[src/rtl/datapath_ctrl_pkg.sv]
// Shared definitions for the datapath instruction sequencer:
// micro-instruction layout and controller state encoding.
package datapath_ctrl_pkg;

    localparam int OP_MSB  = 15;
    localparam int OP_LSB  = 13;
    localparam int RD_MSB  = 12;
    localparam int RD_LSB  = 11;
    localparam int RS1_MSB = 10;
    localparam int RS1_LSB = 9;
    localparam int RS2_MSB = 8;
    localparam int RS2_LSB = 7;
    localparam int REP_MSB = 6;
    localparam int REP_LSB = 3;
    localparam int HOC_BIT = 2;

    typedef enum logic {
        S_IDLE  = 1'b0,
        S_ISSUE = 1'b1
    } state_t;

    // Field order mirrors the bit positions above, MSB first.
    typedef struct packed {
        logic [2:0] op;
        logic [1:0] rd;
        logic [1:0] rs1;
        logic [1:0] rs2;
        logic [3:0] rep;
        logic       hoc;
        logic [1:0] rsvd;
    } instr_t;

endpackage

[src/rtl/datapath_ctrl.sv]
// Instruction sequencer: accepts micro-instructions and drives the
// datapath register addresses, ALU opcode and write enable.
module datapath_ctrl
    import datapath_ctrl_pkg::*;
(
    input  logic        clk,
    input  logic        rst,
    input  logic [15:0] instr,
    input  logic        instr_valid,
    output logic        instr_ready,
    input  logic        cout,
    output logic [1:0]  addr1,
    output logic [1:0]  addr2,
    output logic [1:0]  addr3,
    output logic [2:0]  alu,
    output logic        wr,
    output logic        busy,
    output logic        done,
    output logic        carry_flag
);

    state_t     state, state_n;
    instr_t     ir;
    logic [3:0] cnt;
    logic       fin;
    logic       accept;

    always_comb begin
        state_n     = state;
        instr_ready = 1'b0;
        wr          = 1'b0;
        busy        = 1'b0;
        addr1       = '0;
        addr2       = '0;
        addr3       = '0;
        alu         = '0;
        fin         = 1'b0;
        accept      = 1'b0;
        unique case (state)
            S_IDLE: begin
                instr_ready = 1'b1;
                accept      = instr_valid;
                if (instr_valid)
                    state_n = S_ISSUE;
            end
            S_ISSUE: begin
                wr    = 1'b1;
                busy  = 1'b1;
                addr1 = ir.rs1;
                addr2 = ir.rs2;
                addr3 = ir.rd;
                alu   = ir.op;
                fin   = (cnt == 4'd0) || (ir.hoc && cout);
                if (fin)
                    state_n = S_IDLE;
            end
        endcase
    end

    // Decrement only while issues remain, so cnt cannot wrap.
    always_ff @(posedge clk) begin
        if (rst) begin
            state      <= S_IDLE;
            ir         <= '0;
            cnt        <= '0;
            carry_flag <= 1'b0;
            done       <= 1'b0;
        end else begin
            state <= state_n;
            done  <= fin;
            if (accept) begin
                ir         <= instr_t'(instr);
                cnt        <= instr[REP_MSB:REP_LSB];
                carry_flag <= 1'b0;
            end else if (state == S_ISSUE) begin
                carry_flag <= carry_flag | cout;
                if (!fin)
                    cnt <= cnt - 4'd1;
            end
        end
    end

endmodule

[config.mk]
export PLATFORM = sky130hd
export DESIGN_NAME = datapath_ctrl
export DESIGN_NICKNAME = d
export VERILOG_FILES = /design/src/rtl/datapath_ctrl_pkg.sv /design/src/rtl/datapath_ctrl.sv
export SDC_FILE = /design/constraint.sdc
export NUM_CORES = 1
export LEC_CHECK = 0
export CORE_ASPECT_RATIO = 1.5
export CORE_MARGIN = 2
export CORE_UTILIZATION = 40
export CTS_BUF_LIST = sky130_fd_sc_hd__clkbuf_4 sky130_fd_sc_hd__clkbuf_8
export DETAILED_ROUTE_END_ITERATION = 8
export PLACE_DENSITY = 0.87
export SYNTH_ARGS = -nofsm -noshare
export SYNTH_HDL_FRONTEND = slang
export SYNTH_SLANG_ARGS = --single-unit
[constraint.sdc]
create_clock -name clk -period 2.6 [get_ports clk]
set_input_delay 0.39 -clock clk [delete_from_list [all_inputs] [get_ports clk]]
set_output_delay 0.39 -clock clk [all_outputs]
set_load 0.01 [all_outputs]
==> results.yml, run 1 <==
status:
  outcome: "finished clean"
pwr:
  power.density_nw_per_um2: 508
  lkg_pwr_nw: 0.431
  vdd_ir_drop_max_v: 0.000336
  finalPower_w: 0.000580
timing:
  worst-slew-pin-transition_ns: 0.679
  layout_skew_ns: 0.00316
  worst_slew_margin_rel_pct: 54.6
  final.setup.tns_ns: 0
  clock.fmax_mhz: 453
  layout_setup_ws_ns: 0.391
  setup-violations-final: 0
  finalCriticalPeriod_ns: 2.21
  hold_slack_ns: 0.455
  timing.final.hold_violations: 0
  slew_violations: 0
  rsz0062_at_grt: "no"
  period_share_pct: 85.0
cts:
  holdBufCountCts: 0
  clock_sink_count: 17
  cts.repair_timing.setup_buffer_count: 0
  cts.clk_slew.worst_paths_ns: 0.10
  cts.htree.levels: 1
  ctsLongestPathBuffers: 2
  cts.repair.resized: 0
  cts-root-buf: "clkbuf_4"
  cts-buffers-inserted: 3
  cts_tree: "yes"
  worst_skew_pair.late_latency_ns: 0.29
setup_path:
  start_kind: "flop"
  timing.critical_path.arrival_ns: 1.82
  timing.critical_path.required_ns: 2.21
  worstPathMaxFanout: 23
  critPathCaptureType: "output port"
  timing.setup.critical_path_class: "flop to output port"
place:
  dp_hpwl_um: 1350
  placement.setup.worst_slack_ns: 0.715
  place.gp.congestion: 0.768
  io_buffers: 31
drt:
  post-route-drc-count: 0
  routed_wire_length_um: 1870
  routed_via_density: 5.32
  dr_total_vias: 804
  routedWlPerCell_um: 12.4
  detail_route.first_pass.iterations: 4
  detailed_router_s_first_iteration_violation_count: 18
  antenna_violating_nets_post_route: 0
cells_and_area:
  final_nets: 152
  postLayoutCoreUtil_pct: 57.8
  n_fill_cell: 176
  flow.area_growth_from_synthesis_pct: 40.6
  drive_gt1_share_pct: 5.43
  antenna-diode-count: 0
global_routing:
  grt_pass1_vias: 785
  grt_antenna_before_repair: 0
  largest_net_degree_at_the_start_of_global_routing: 24
  gr-total-overflow: 0
  grt_first_pass_wirelength_um: 3190
  global_route.usage.total_pct: 18.8
yosys:
  number_of_enable_flip_flop_cells_after_synthesis: 0
  syn-num-nets: 123
  yosys_warnings: 0
  postSynthCellCount: 101
  synth.top_cell.area_share_pct: 41.8
  synth.yosys.seq_area_share_pct: 41.8
  ys_dominant_reg_cell: "dfxtp_1"
  synthDistinctLibCells: 31
  synth.top_cells.by_area: "dfxtp_1 (42%), nand2_1 (9.7%), and2_1 (7.7%), a21oi_1 (6.8%), ha_1 (3.1%)"
  synth_seq_cells: 17
  synth-async-reset-ratio_pct: 0
  netlist_area_um2: 813
  avgSynthCellArea_um2: 8.05
  netlist.top_cell.by_area: "dfxtp_1"
floorplanning:
  die_height_um: 59.2
  floorplan.io_pins: 34
  initial_utilization_pct: 41.1
  dieArea_um2: 2420
  core_outline_area_um2: 1980
  die_w_um: 40.8
  cell_row_count: 20
job:
  maxCapViolations: 0
hold_path:
  min_path_type: "flop to flop"
==> where the power goes <==
part	internal, W	switching (W)	total, W
sequential	0.000282	0.0000203	0.000302
clock	0.0000572	0.0000832	0.000140
combinational	0.0000741	0.0000636	0.000138
==> state kept, by name, summed over array words and instances (netlist names) <==
| name | count |
|---|---|
| carry_flag | 1 |
| cnt | 4 |
| ir | 10 |
| state | 1 |
| done | 1 |
==> synthesized netlist by cell type (2+ instances only) <==
library cell and count:
nand2_1 21, dfxtp_1 17, a21oi_1 11, and2_1 10
clkbuf_1 4, inv_1 4, nand3_1 3, nor2_1 3
a211oi_1 2, a22oi_1 2, ha_1 2, nor3_1 2
nor3b_1 2
==> worst paths after layout <==
path / start / endpoint / slack (ns) / cells after the start
setup / recovery: state / addr3[1] / 0.39 / 2
hold reg to reg: ir[12] / ir[12] / 0.46 / 2
setup reg to reg: state / cnt[3] / 0.77 / 3
hold / removal: ir[12] / ir[12] / 0.46 / 2
==> logic make-up (layout without fill, tap and decap cells) <==
family                   Yosys count  count (layout)  synth area share, %
AO/OA/AOI/OAI                     19              19                 14.9
adder cells (fa/ha/maj)            2               2                 3.08
buffers and inverters             12              40                 7.08
flip-flops                        17              17                 41.8
multiplexers                       2               2                 2.62
AND/OR/NAND/NOR                   49              49                 30.5
==> layout by cell type, fill, tap and decap left out <==
cell type / instances
clkbuf_4: 3
nand4b_1: 1
nand2b_1: 1
a211oi_1: 2
a311oi_1: 1
a21oi_1: 11
clkdlybuf4s50_1: 31
or3b_1: 1
nor3b_1: 2
nor2b_1: 1
nor2_1: 3
dfxtp_1: 17
a22oi_1: 2
and3_1: 1
clkinv_2: 1
or3_1: 1
buf_4: 1
nor4_1: 1
nand2_1: 21
ha_1: 2
inv_1: 4
mux2i_1: 1
a2111o_1: 1
nor3_1: 2
nand4_1: 1
a31oi_1: 1
mux2_2: 1
nand3_1: 3
and2_1: 10
a211o_2: 1
==> metrics by stage <==
stage               area, um^2  std cells
floorplan                  813        101
global placement          1120        147
detailed placement        1120        147
CTS                       1140        151
global route              1140        151
finish                    1140        151
==> critical path: stages (launching register included) <==
cell and delay, ns:
dfxtp_1 0.76, and2_1 0.22, clkdlybuf4s50_1 0.55
==> cell type report <==
type	count	area (um^2)	share of cell area (%)
multi-input combinational	72	415	36.3
inverter	4	15.0	1.31
clock inverter	1	5.00	0.438
timing repair buffer	32	318	27.8
sequential	17	340	29.8
clock buffer	3	22.5	1.97
tap	22	27.5	2.41
==> routing by layer <==
layer  up-vias  global-route usage, %  wire [um]
li1        400                      -          -
met1       367                   20.5        721
met2        32                   32.8        995
met3         5                   4.14        119
met4         0                   7.14         28
met5         -                      0          0
Note: power is estimated with default switching activity, not from simulation.
==> inputs of run 2 (changes only) <==
Clock period 2.6 ns to 2.1 ns, I/O delays scaled along.
==> results.yml, run 2 (synthesized netlist as in run 1, its figures left out) <==
place:
  dp_hpwl_um: 1420
  place.gp.congestion: 0.744
  io_buffers: 31
floorplanning:
  die_height_um: 59.2
  initial_utilization_pct: 41.1
  dieArea_um2: 2420
  die_w_um: 40.8
  floorplan.io_pins: 34
  core_outline_area_um2: 1980
  cell_row_count: 20
pwr:
  power.share.switching_pct: 27.6
  power.net_switching_w: 0.000203
  lkg_pwr_nw: 0.442
  vdd_ir_drop_max_v: 0.000575
  internal_power_w: 0.000532
  combPwrFrac_pct: 23.9
  seq_power_share_pct: 50.8
  clock_share_of_power_pct: 25.3
  power.density_nw_per_um2: 632
cells_and_area:
  regMostFlops: "ir"
  antenna-diode-count: 0
  drive_gt1_share_pct: 7.63
  layout_common_cells: "clkdlybuf4s50_1 (31), nand2_1 (21), dfxtp_1 (16)"
  flow.area_growth_from_synthesis_pct: 42.9
  mostFrequentLayoutCell: "clkdlybuf4s50_1"
  final_nets: 154
  largest_register_ff_count: 10
  largestRegisters: "ir x10, cnt x4"
global_routing:
  largest_net_degree_at_the_start_of_global_routing: 24
  gr-total-overflow: 0
  global_route.usage.total_pct: 18.6
  grt_antenna_before_repair: 0
  grt_pass1_vias: 781
  grt_first_pass_wirelength_um: 3060
cts:
  cts-buffers-inserted: 3
  cts_tree: "yes"
  ctsLongestPathBuffers: 2
  cts-root-buf: "clkbuf_4"
  cts.htree.levels: 1
  cts.clk_slew.worst_paths_ns: 0.09
  clock_sink_count: 17
  cts.repair_timing.setup_buffer_count: 0
  worst_skew_pair.late_latency_ns: 0.29
  holdBufCountCts: 0
drt:
  antenna_violating_nets_post_route: 0
  routed_via_density: 5.28
  detail_route.first_pass.iterations: 4
  post-route-drc-count: 0
  routed_wire_length_um: 1900
  routedWlPerCell_um: 12.4
  detailed_router_s_first_iteration_violation_count: 11
  dr_total_vias: 808
timing:
  setup-violations-final: 0
  worst_slew_margin_rel_pct: 77.1
  clock.fmax_mhz: 531
  slew_violations: 0
  finalCriticalPeriod_ns: 1.88
  period_share_pct: 89.7
  worst-slew-pin-transition_ns: 0.344
  rsz0062_at_grt: "no"
  timing.final.hold_violations: 0
  layout_skew_ns: 0.00234
  final.setup.tns_ns: 0
  hold_slack_ns: 0.461
setup_path:
  r2r_end: "cnt[3]"
  rr_worst_depth: 5
  regToRegSetupSlack_ns: 0.45
  start_kind: "flop"
  timing.setup.critical_path_class: "flop to output port"
  rr_startpoint: "cnt[0]"
  timing.critical_path.required_ns: 1.78
  timing.critical_path.arrival_ns: 1.57
  worstPathMaxFanout: 23
  critPathCaptureType: "output port"
hold_path:
  worst_hold_path.endpoint: "ir[9]"
  min_path_type: "flop to flop"
  worst_hold_path.num_cells: 2
  min_from: "ir[9]"
status:
  outcome: "finished clean"
job:
  maxCapViolations: 0
run 2: cell count changes in the layout (fill, tap and decap cells not counted):
| cell | before | now |
|---|---|---|
| clkinv_2 | 1 | 0 |
| dfxtp_1 | 17 | 16 |
| dfxtp_2 | 0 | 1 |
| clkbuf_4 | 3 | 4 |
| buf_4 | 1 | 3 |
run 2: through the flow:
stage	power (W)	std cells	util (%)	area (um^2)	setup WS (ns)
2_1_floorplan	0.000484	101	-	813	0.574
3_3_place_gp	0.000549	149	57.2	1130	0.320
3_5_place_dp	0.000555	149	57.2	1130	0.320
4_1_cts	0.000747	153	58.8	1160	0.199
5_1_grt	0.000775	153	58.8	1160	0.126
6_report	0.000735	153	58.8	1160	0.217
run 2: routing by layer:
layer  share of wire [%]  up-vias  GRT usage (%)
met5                   0        -              0
met4                 3.1        0           11.4
met3                 5.9        7           4.51
met2                  52       35           30.4
met1                  39      363           20.1
li1                    -      403              -
run 2: worst max-delay path by stage:
stage,from,to,slack [ns],cells after the start
6_report,state,alu[2],0.22,2
5_1_grt,state,addr1[1],0.13,2
4_1_cts,state,addr1[0],0.20,2
3_5_place_dp,state,addr2[0],0.32,2
3_3_place_gp,state,alu[2],0.32,2
2_1_floorplan,cnt[0],cnt[3],0.57,6
run 2: layout make-up:
class,instances,area [um^2]
Sequential cell,17,342
Clock buffer,4,30.0
Multi-Input combinational cell,72,415
Timing Repair Buffer,34,333
Fill cell,175,815
Inverter,4,15.0
Tap cell,22,27.5
run 2: critical path, cell delays in order (launching register included):
cell             delay (ns)
dfxtp_2                0.55
and2_1                 0.19
clkdlybuf4s50_1        0.53
run 2: timing repair:
action,in CTS,in global routing
endpoints found under the setup margin,9,0
resized for setup,1,0
hold endpoints to repair,0,0
run 2: power groups by stage:
stage	logic [W]	clock network, W	registers [W]
after floorplan	0.000113	0	0.000371
after global placement	0.000169	0	0.000380
after detailed placement	0.000175	0	0.000381
after CTS	0.000177	0.000196	0.000374
after global routing	0.000194	0.000202	0.000378
final	0.000176	0.000186	0.000374
